==> config.mk <==
export PLATFORM = sky130hd
export DESIGN_NAME = bus_rw_control
export DESIGN_NICKNAME = d
export VERILOG_FILES = /design/src/rtl/bus_rw_control.sv
export SDC_FILE = /design/constraint.sdc
export NUM_CORES = 1
export LEC_CHECK = 0
export ABC_CLOCK_PERIOD_IN_PS = 2800
export BUFFER_PORTS_ARGS = -buffer_cell sky130_fd_sc_hd__buf_2
export CAP_MARGIN = 20
export CORE_AREA = 2 2 45 47
export DETAILED_ROUTE_END_ITERATION = 8
export DIE_AREA = 0 0 47 49
export GPL_TIMING_DRIVEN = 0
export PLACE_DENSITY = 0.73
export REMOVE_ABC_BUFFERS = 1
export SLEW_MARGIN = 20
export SYNTH_ARGS = -nofsm -noshare
export SYNTH_HDL_FRONTEND = slang
export SYNTH_SLANG_ARGS = --single-unit
==> constraint.sdc <==
create_clock -name clk -period 2.8 [get_ports clk]
set_clock_uncertainty 0.05 [all_clocks]
set_input_delay 0.28 -clock clk [delete_from_list [all_inputs] [get_ports clk]]
set_output_delay 0.28 -clock clk [all_outputs]
set_load 0.01 [all_outputs]
==> src/rtl/bus_rw_control.sv <==
// Read/write strobe sequencer for the data bus buffer and internal register file.
// Optional BUS_RW_CONTROL_SYNC_EN adds 2-flop input synchronizers (+2 cycles latency).
module bus_rw_control #(
  parameter int ADDR_W      = 2,
  parameter int HOLD_CYCLES = 1
) (
  input  logic                   clk,
  input  logic                   rst,
  input  logic                   CS_n,
  input  logic                   RD_n,
  input  logic                   WR_n,
  input  logic [ADDR_W-1:0]      A,
  output logic                   Internal_RD_WR,
  output logic                   RD_WR,
  output logic [2**ADDR_W-1:0]   reg_sel,
  output logic                   reg_we,
  output logic                   reg_oe,
  output logic                   busy,
  output logic                   err
);

  localparam int SEL_W  = 2**ADDR_W;
  localparam int HOLD_W = 4;

  localparam logic [2:0] S_IDLE    = 3'd0;
  localparam logic [2:0] S_WR_CAP  = 3'd1;
  localparam logic [2:0] S_WR_DRV  = 3'd2;
  localparam logic [2:0] S_RD_CAP  = 3'd3;
  localparam logic [2:0] S_RD_DRV  = 3'd4;
  localparam logic [2:0] S_RECOVER = 3'd5;
  localparam logic [2:0] S_ERR     = 3'd6;

  logic              cs_n_s;
  logic              rd_n_s;
  logic              wr_n_s;
  logic [ADDR_W-1:0] a_s;
  logic [2:0]        state_r;
  logic [2:0]        state_nxt_s;
  logic [HOLD_W-1:0] hold_cnt_r;
  logic              conflict_s;
  logic              start_s;
  logic              hold_done_s;
  logic [1:0]        bus_enc_s;

  function automatic logic [SEL_W-1:0] addr_onehot(input logic [ADDR_W-1:0] addr);
    return {{(SEL_W-1){1'b0}}, 1'b1} << addr;
  endfunction

  // (Internal_RD_WR, RD_WR) encoding for each state
  function automatic logic [1:0] bus_enc(input logic [2:0] st);
    logic [1:0] enc;
    case (st)
      S_WR_CAP: enc = 2'b11;
      S_WR_DRV: enc = 2'b10;
      S_RD_DRV: enc = 2'b11;
      default:  enc = 2'b01;
    endcase
    return enc;
  endfunction

`ifdef BUS_RW_CONTROL_SYNC_EN
  logic [1:0]        cs_n_sync_r;
  logic [1:0]        rd_n_sync_r;
  logic [1:0]        wr_n_sync_r;
  logic [ADDR_W-1:0] a_meta_r;
  logic [ADDR_W-1:0] a_sync_r;

  // Two-flop synchronizers; strobes idle high out of reset
  always_ff @(posedge clk or posedge rst) begin
    if (rst) begin
      cs_n_sync_r <= 2'b11;
      rd_n_sync_r <= 2'b11;
      wr_n_sync_r <= 2'b11;
      a_meta_r    <= '0;
      a_sync_r    <= '0;
    end else begin
      cs_n_sync_r <= {cs_n_sync_r[0], CS_n};
      rd_n_sync_r <= {rd_n_sync_r[0], RD_n};
      wr_n_sync_r <= {wr_n_sync_r[0], WR_n};
      a_meta_r    <= A;
      a_sync_r    <= a_meta_r;
    end
  end

  assign cs_n_s = cs_n_sync_r[1];
  assign rd_n_s = rd_n_sync_r[1];
  assign wr_n_s = wr_n_sync_r[1];
  assign a_s    = a_sync_r;
`else
  assign cs_n_s = CS_n;
  assign rd_n_s = RD_n;
  assign wr_n_s = WR_n;
  assign a_s    = A;
`endif

  assign conflict_s  = (cs_n_s == 1'b0) && (rd_n_s == 1'b0) && (wr_n_s == 1'b0);
  assign start_s     = (cs_n_s == 1'b0) && (rd_n_s != wr_n_s);
  // The counter reaches zero on this edge, so release may now be honoured
  assign hold_done_s = (hold_cnt_r <= 4'd1);
  assign bus_enc_s   = bus_enc(state_nxt_s);

  // Next-state decode
  always_comb begin
    state_nxt_s = state_r;
    case (state_r)
      S_IDLE: begin
        if (conflict_s)   state_nxt_s = S_ERR;
        else if (start_s) state_nxt_s = wr_n_s ? S_RD_CAP : S_WR_CAP;
        else              state_nxt_s = S_IDLE;
      end
      S_WR_CAP: begin
        if (conflict_s) state_nxt_s = S_ERR;
        else            state_nxt_s = S_WR_DRV;
      end
      S_WR_DRV: begin
        if (conflict_s)                                  state_nxt_s = S_ERR;
        else if (hold_done_s && (wr_n_s || cs_n_s))      state_nxt_s = S_RECOVER;
        else                                             state_nxt_s = S_WR_DRV;
      end
      S_RD_CAP: begin
        if (conflict_s) state_nxt_s = S_ERR;
        else            state_nxt_s = S_RD_DRV;
      end
      S_RD_DRV: begin
        if (conflict_s)                                  state_nxt_s = S_ERR;
        else if (hold_done_s && (rd_n_s || cs_n_s))      state_nxt_s = S_RECOVER;
        else                                             state_nxt_s = S_RD_DRV;
      end
      S_RECOVER: begin
        if (conflict_s) state_nxt_s = S_ERR;
        else            state_nxt_s = S_IDLE;
      end
      S_ERR: begin
        if (rd_n_s && wr_n_s) state_nxt_s = S_IDLE;
        else                  state_nxt_s = S_ERR;
      end
      default: state_nxt_s = S_IDLE;
    endcase
  end

  // State register
  always_ff @(posedge clk or posedge rst) begin
    if (rst) state_r <= S_IDLE;
    else     state_r <= state_nxt_s;
  end

  // Hold counter: loaded on DRIVE entry, counts down while driving
  always_ff @(posedge clk or posedge rst) begin
    if (rst) begin
      hold_cnt_r <= 4'd0;
    end else if ((state_nxt_s == S_WR_DRV) || (state_nxt_s == S_RD_DRV)) begin
      if ((state_r == S_WR_CAP) || (state_r == S_RD_CAP)) hold_cnt_r <= HOLD_W'(HOLD_CYCLES);
      else if (hold_cnt_r != 4'd0)                          hold_cnt_r <= hold_cnt_r - 4'd1;
      else                                                  hold_cnt_r <= hold_cnt_r;
    end else begin
      hold_cnt_r <= 4'd0;
    end
  end

  // Registered outputs decoded from the next state so they align with state_r
  always_ff @(posedge clk or posedge rst) begin
    if (rst) begin
      Internal_RD_WR <= 1'b0;
      RD_WR          <= 1'b1;
      reg_sel        <= '0;
      reg_we         <= 1'b0;
      reg_oe         <= 1'b0;
      busy           <= 1'b0;
      err            <= 1'b0;
    end else begin
      Internal_RD_WR <= bus_enc_s[1];
      RD_WR          <= bus_enc_s[0];
      reg_we         <= (state_r == S_WR_CAP) && (state_nxt_s == S_WR_DRV);
      reg_oe         <= (state_nxt_s == S_RD_CAP) || (state_nxt_s == S_RD_DRV);
      busy           <= (state_nxt_s != S_IDLE);
      err            <= (state_nxt_s == S_ERR);
      if (state_nxt_s == S_IDLE)               reg_sel <= '0;
      else if ((state_r == S_IDLE) && start_s) reg_sel <= addr_onehot(a_s);
      else                                     reg_sel <= reg_sel;
    end
  end

endmodule

---- Yosys cells after proc, flatten, opt, wreduce, memory -nomap -nowiden ----
Index checks and enable logic that the tools add are counted.
operators by class
  add/sub/neg operators ................... 1
  multipliers ............................. 0
  equal/unequal tests ..................... 13
  multiplexer cells ....................... 18
  order comparisons ....................... 1
  reduce and logical (&&, ||, !) cells .... 19
  shift-type cells ........................ 1
  bitwise logic cells ..................... 3
  divide/modulo/power cells ............... 0
operators with widths
  cell                 number
  $pmux 3 s7           1
  $mux 4               5
  $mux 3               6
  $eq 3x3->1 const B   5
  $eq 3x2->1 const B   4
  $logic_and 1x1->1    8
  $mux 2               4
  $eq 3x1->1 const B   2
  $logic_not 3->1      2
  $logic_or 1x1->1     5
  $le 4x1->1 const B   1
  $pmux 2 s2           1
  $reduce_bool 4->1    1
  $shl 1x2->4 const A  1
  $sub 4x1->4 const B  1
  $ne 3x1->1 const B   1
  $not 1->1            3
  $reduce_bool 3->1    1
  $reduce_bool 2->1    1
  $reduce_or 2->1      1
  $mux 1               1
  $ne 1x1->1           1
storage, ports and cells
  memories kept ........................... 0
  RAM bits ................................ 0
  logic and storage cells ................. 65
  latch bits .............................. 0
  input bits .............................. 7
  bits in registers ....................... 17
  output and inout port bits .............. 10
  ROM bits ................................ 0

---- Logic depth before layout (Yosys ltp) ----
  depth in word-level cells ............... 8
  depth in mapped cells ................... 8
  gate-level depth less buffers ........... 7

---- Worst setup path after synthesis ----
OpenSTA, ideal clock, no wires.
  kind .................................... reg2reg
  from .................................... register hold_cnt_r[0]
  to ...................................... register hold_cnt_r[3]
  library setup time ...................... 87 ps
  cell stages (with the launch flop) ...... 9
  buffers on the path ..................... 1
  path slack .............................. 715 ps
  required time ........................... 2,663 ps
  arrival ................................. 1,949 ps
  clock period less this slack ............ 2,085 ps
  cells stage by stage .................... dfrtp_1 > inv_1 > ha_1 > nor2_1 > nor4b_1 > o32a_2 > or4b_1 > buf_2 > a211oi_2
between the ends
  cells in the longest elaborated chain, start to end .. 8
  elaborated cells between the ends (all ways) .. 17
  classes of those cells .................. add/sub (1); order compare (1); eq/ne (3); mux (8); reduce/logical (4)
RTL lines
  what                                                   RTL line  source
  start, declared                                        39        logic [HOLD_W-1:0] hold_cnt_r;
  start signal, assigned                                 152       if ((state_r == S_WR_CAP) || (state_r == S_RD_CAP)) hold_cnt_r <= HOLD_W'(HOLD_CYCLES);
  start signal, assigned                                 153       else if (hold_cnt_r != 4'd0) hold_cnt_r <= hold_cnt_r - 4'd1;
  start signal, assigned                                 154       else hold_cnt_r <= hold_cnt_r;
  $le 4x1->1 (*)                                         99        assign hold_done_s = (hold_cnt_r <= 4'd1);
  $logic_and 1x1->1 (*)                                  117       else if (hold_done_s && (wr_n_s || cs_n_s)) state_nxt_s = S_RECOVER;
  $mux 3 (*)                                             117
  $mux 3 (*)                                             116       if (conflict_s) state_nxt_s = S_ERR;
  $pmux 3 s7 (*)                                         105       case (state_r)
  via state_nxt_s[2]                                     38        logic [2:0] state_nxt_s;
  $eq 3x2->1 or $eq 3x3->1 (tied branches)               151       end else if ((state_nxt_s == S_WR_DRV) || (state_nxt_s == S_RD_DRV)) begin
  $logic_or 1x1->1 (*)                                   151
  $ne 3x1->1 (no source line) or $mux 4 (tied branches)  -
Mark *: on every way through the listed nets, which the timed path passes. The rest lies on a longest branch. The select of a mux whose other input is x is not followed.
A chain may end at the register's enable or synchronous reset.

---- Worst setup path in the final report ----
Same ends and word-level chain as after synthesis.

==> metrics.md <==
| Metric | Value |
|---|---|
| WS Path Type | `reg2reg` |
| Htree depth | `1` |
| CTS buffer count | `3` |
| Synth top cells by count | `16 x dfrtp_1, 9 x nor2_1, 8 x a21oi_1` |
| Num Clock Sinks | `17` |
| Post-CTS Resized | `0` |
| Outcome | `finished with violations` |
| Leakage power of the design | `0.000489 µW` |
| Worst Path Required | `2960 ps` |
| Post-synthesis mux area share | `1.24%` |
| Die height | `49 µm` |
| Syn. warnings | `0` |
| Mean Syn Cell Area | `9.74 µm²` |
| PnR Total Power | `1110 µW` |
| Fillers | `171` |
| # DRC | `0` |
| Cell with the most instances after synthesis | `dfrtp_1` |
| Hold crit path type | `in2async` |
| Largest family of logic cells by synthesized area | `simple AND/OR/NAND/NOR gates` |
| Main synth FF type | `dfrtp_1` |
| Post-route setup TNS | `0 ps` |
| Ys async rst share | `100%` |
| Synth Instances | `93` |
| Detailed Route Iter0 Violations | `5` |
| Simple-gate share of the synthesized area | `24.9%` |
| Max Buffers Root-to-Sink | `2` |
| Crit path time final | `2360 ps` |
| Worst EP arrival | `2520 ps` |
| Failing checks | `hold timing` |
| Setup Viol. Count Final | `0` |
| Post-CTS Setup Bufs | `0` |
| Vias | `718` |
| Final WL | `1750 µm` |
| Final ANT Viol Nets | `0` |
| GRT Total Usage | `18.7%` |
| Sequential area share after synthesis | `47.1%` |
| Ports | `17` |
| Critical Path Source Type | `register` |
| Die area | `2300 µm²` |
| Post-synth EDFFs | `0` |
| GRT overflow | `0` |
| Placed wire-length estimate | `1400 µm` |
| Top-area cell type share of the netlist area | `44.2%` |
| Critical Path End Type | `register` |
| Width of the die | `47 µm` |
| Highest Clock Rate | `424 MHz` |
| Largest net degree at the start of global routing | `18` |
| Slew Limit Fails | `0` |
| Mapped cell area | `906 µm²` |
| Fin crit share | `84.2%` |
| Post-Synth Adder-Cell Area | `5.52%` |
| Area Overhead vs Synth | `13.7%` |
| Nets | `122` |
| Maximum vdd drop | `510 µV` |
| Starting Density | `49.2%` |
| Core area | `1840 µm²` |
| Xor and xnor area share after synthesis | `0.967%` |
| Area leader, netlist | `dfrtp_1` |
| ANT cells | `0` |
| Vias in the first global route | `730` |
| RSZ-0062 raised after global routing | `false` |
| Port bufs | `16` |
| Max Cap Viol | `0` |
| Synth top area cells | `dfrtp_1 44%, ha_1 5.5%, a21oi_1 4.4%` |
| Worst-path maximum fanout | `6` |
| Gpl congestion | `0.772` |
| Post-synthesis compound-gate area fraction | `16.7%` |
| Clk_lat worst skew | `290 ps` |
| CTS tree | `yes` |
| Final hold vios | `6` |
| Root Driver | `clkbuf_4` |
| Unique masters post-synth | `32` |
| First-pass GRT wire length | `3130 µm` |
| Synthesized flop and latch total | `17` |
| Hold Buf Count CTS | `0` |
| Slew HR | `58.0%` |
| DR WL/cell | `12.8 µm` |
| Clock transition at the registers of the reported paths | `100 ps` |
| TritonRoute pass-1 iters | `2` |
| Regs by FF count | `hold_cnt_r: 4 flops, reg_sel: 4 flops, state_r: 3 flops` |
| Initial antenna violation count | `0` |
| Worst slew pin tran | `629 ps` |
| Power per Cell Area | `1080 nW/µm²` |
| DR vias/cell | `5.24` |
| Layout cells sized above 1 | `23.6%` |
| Rows | `16` |
| Hold_ws | `-1.42 ps` |
-- per-layer routing --
metal  track usage (%)  routed length [µm]  up-vias  part of all wire [%]
met5                 0                   0        -                     0
met4              6.94                  28        0                   1.6
met3              2.22                  40        5                   2.3
met2              31.7                 951       14                    54
met1              23.3                 733      335                    42
li1                  -                   -      364                     -
-- area by class of cell --
| type | instances | area [µm²] | area share (%) |
|---|---|---|---|
| clock inverter | 1 | 5.00 | 0.486 |
| tap | 27 | 33.8 | 3.28 |
| inverter | 4 | 15.0 | 1.46 |
| sequential | 17 | 427 | 41.4 |
| multi-input combinational | 69 | 447 | 43.4 |
| clock buffer | 3 | 22.5 | 2.19 |
| timing repair buffer | 16 | 80.1 | 7.78 |
-- worst paths after layout --
path,slack [ps],start,cells past startpoint,to
min reg2reg,480,reg_sel[1],2,reg_sel[1]
max,440,hold_cnt_r[0],7,hold_cnt_r[3]
min in group clk,220,A[0],3,reg_sel[3]
max in group asynchronous,2300,rst,2,state_r[1]
max reg2reg,440,hold_cnt_r[0],7,hold_cnt_r[3]
min,-1,rst,2,Internal_RD_WR
-- per-stage QoR --
step,setup WS [ps],instance area (µm²),hold WS [ps],util (%),std cells
2_1_floorplan,723,888,155,-,90
3_3_place_gp,562,1000,321,54.4,133
3_5_place_dp,426,1000,341,54.4,133
4_1_cts,403,1030,17.2,55.9,137
5_1_grt,241,1030,76.7,55.9,137
6_report,441,1030,-1.42,55.9,137
-- worst max-delay path: stages (launching register included) --
cell and delay (ps):
dfrtp_1 410, inv_1 130, ha_1 210, nor2_1 60
nor4b_1 290, o32a_2 270, or4b_1 580, a211oi_2 280
-- power by group --
part	internal (µW)	switching, µW	leakage, µW
combinational	246	319	0.000251
clock	53.2	76.5	0.0000177
sequential	337	78.2	0.000220
-- kinds of logic (layout without fill, tap and decap cells) --
kind of cell,Yosys count,after routing
AOI/OAI and AO/OA,23,23
xor gates and xnor gates,1,1
adders and majority gates,4,4
buffers and inverters,7,24
DFF,17,17
muxes,1,1
and+or+nand+nor,40,40
-- layout by cell type, fill, tap and decap left out, drive strengths merged, types with 4 or more instances in the layout --
| cell type | n |
|---|---|
| nand2b | 4 |
| nor3 | 4 |
| nand2 | 6 |
| o21ai | 6 |
| buf | 16 |
| dfrtp | 16 |
| a21oi | 8 |
| nor2b | 4 |
| nor3b | 4 |
| inv | 4 |
| nor2 | 9 |
| ha | 4 |
(Power assumes the default switching activity.)
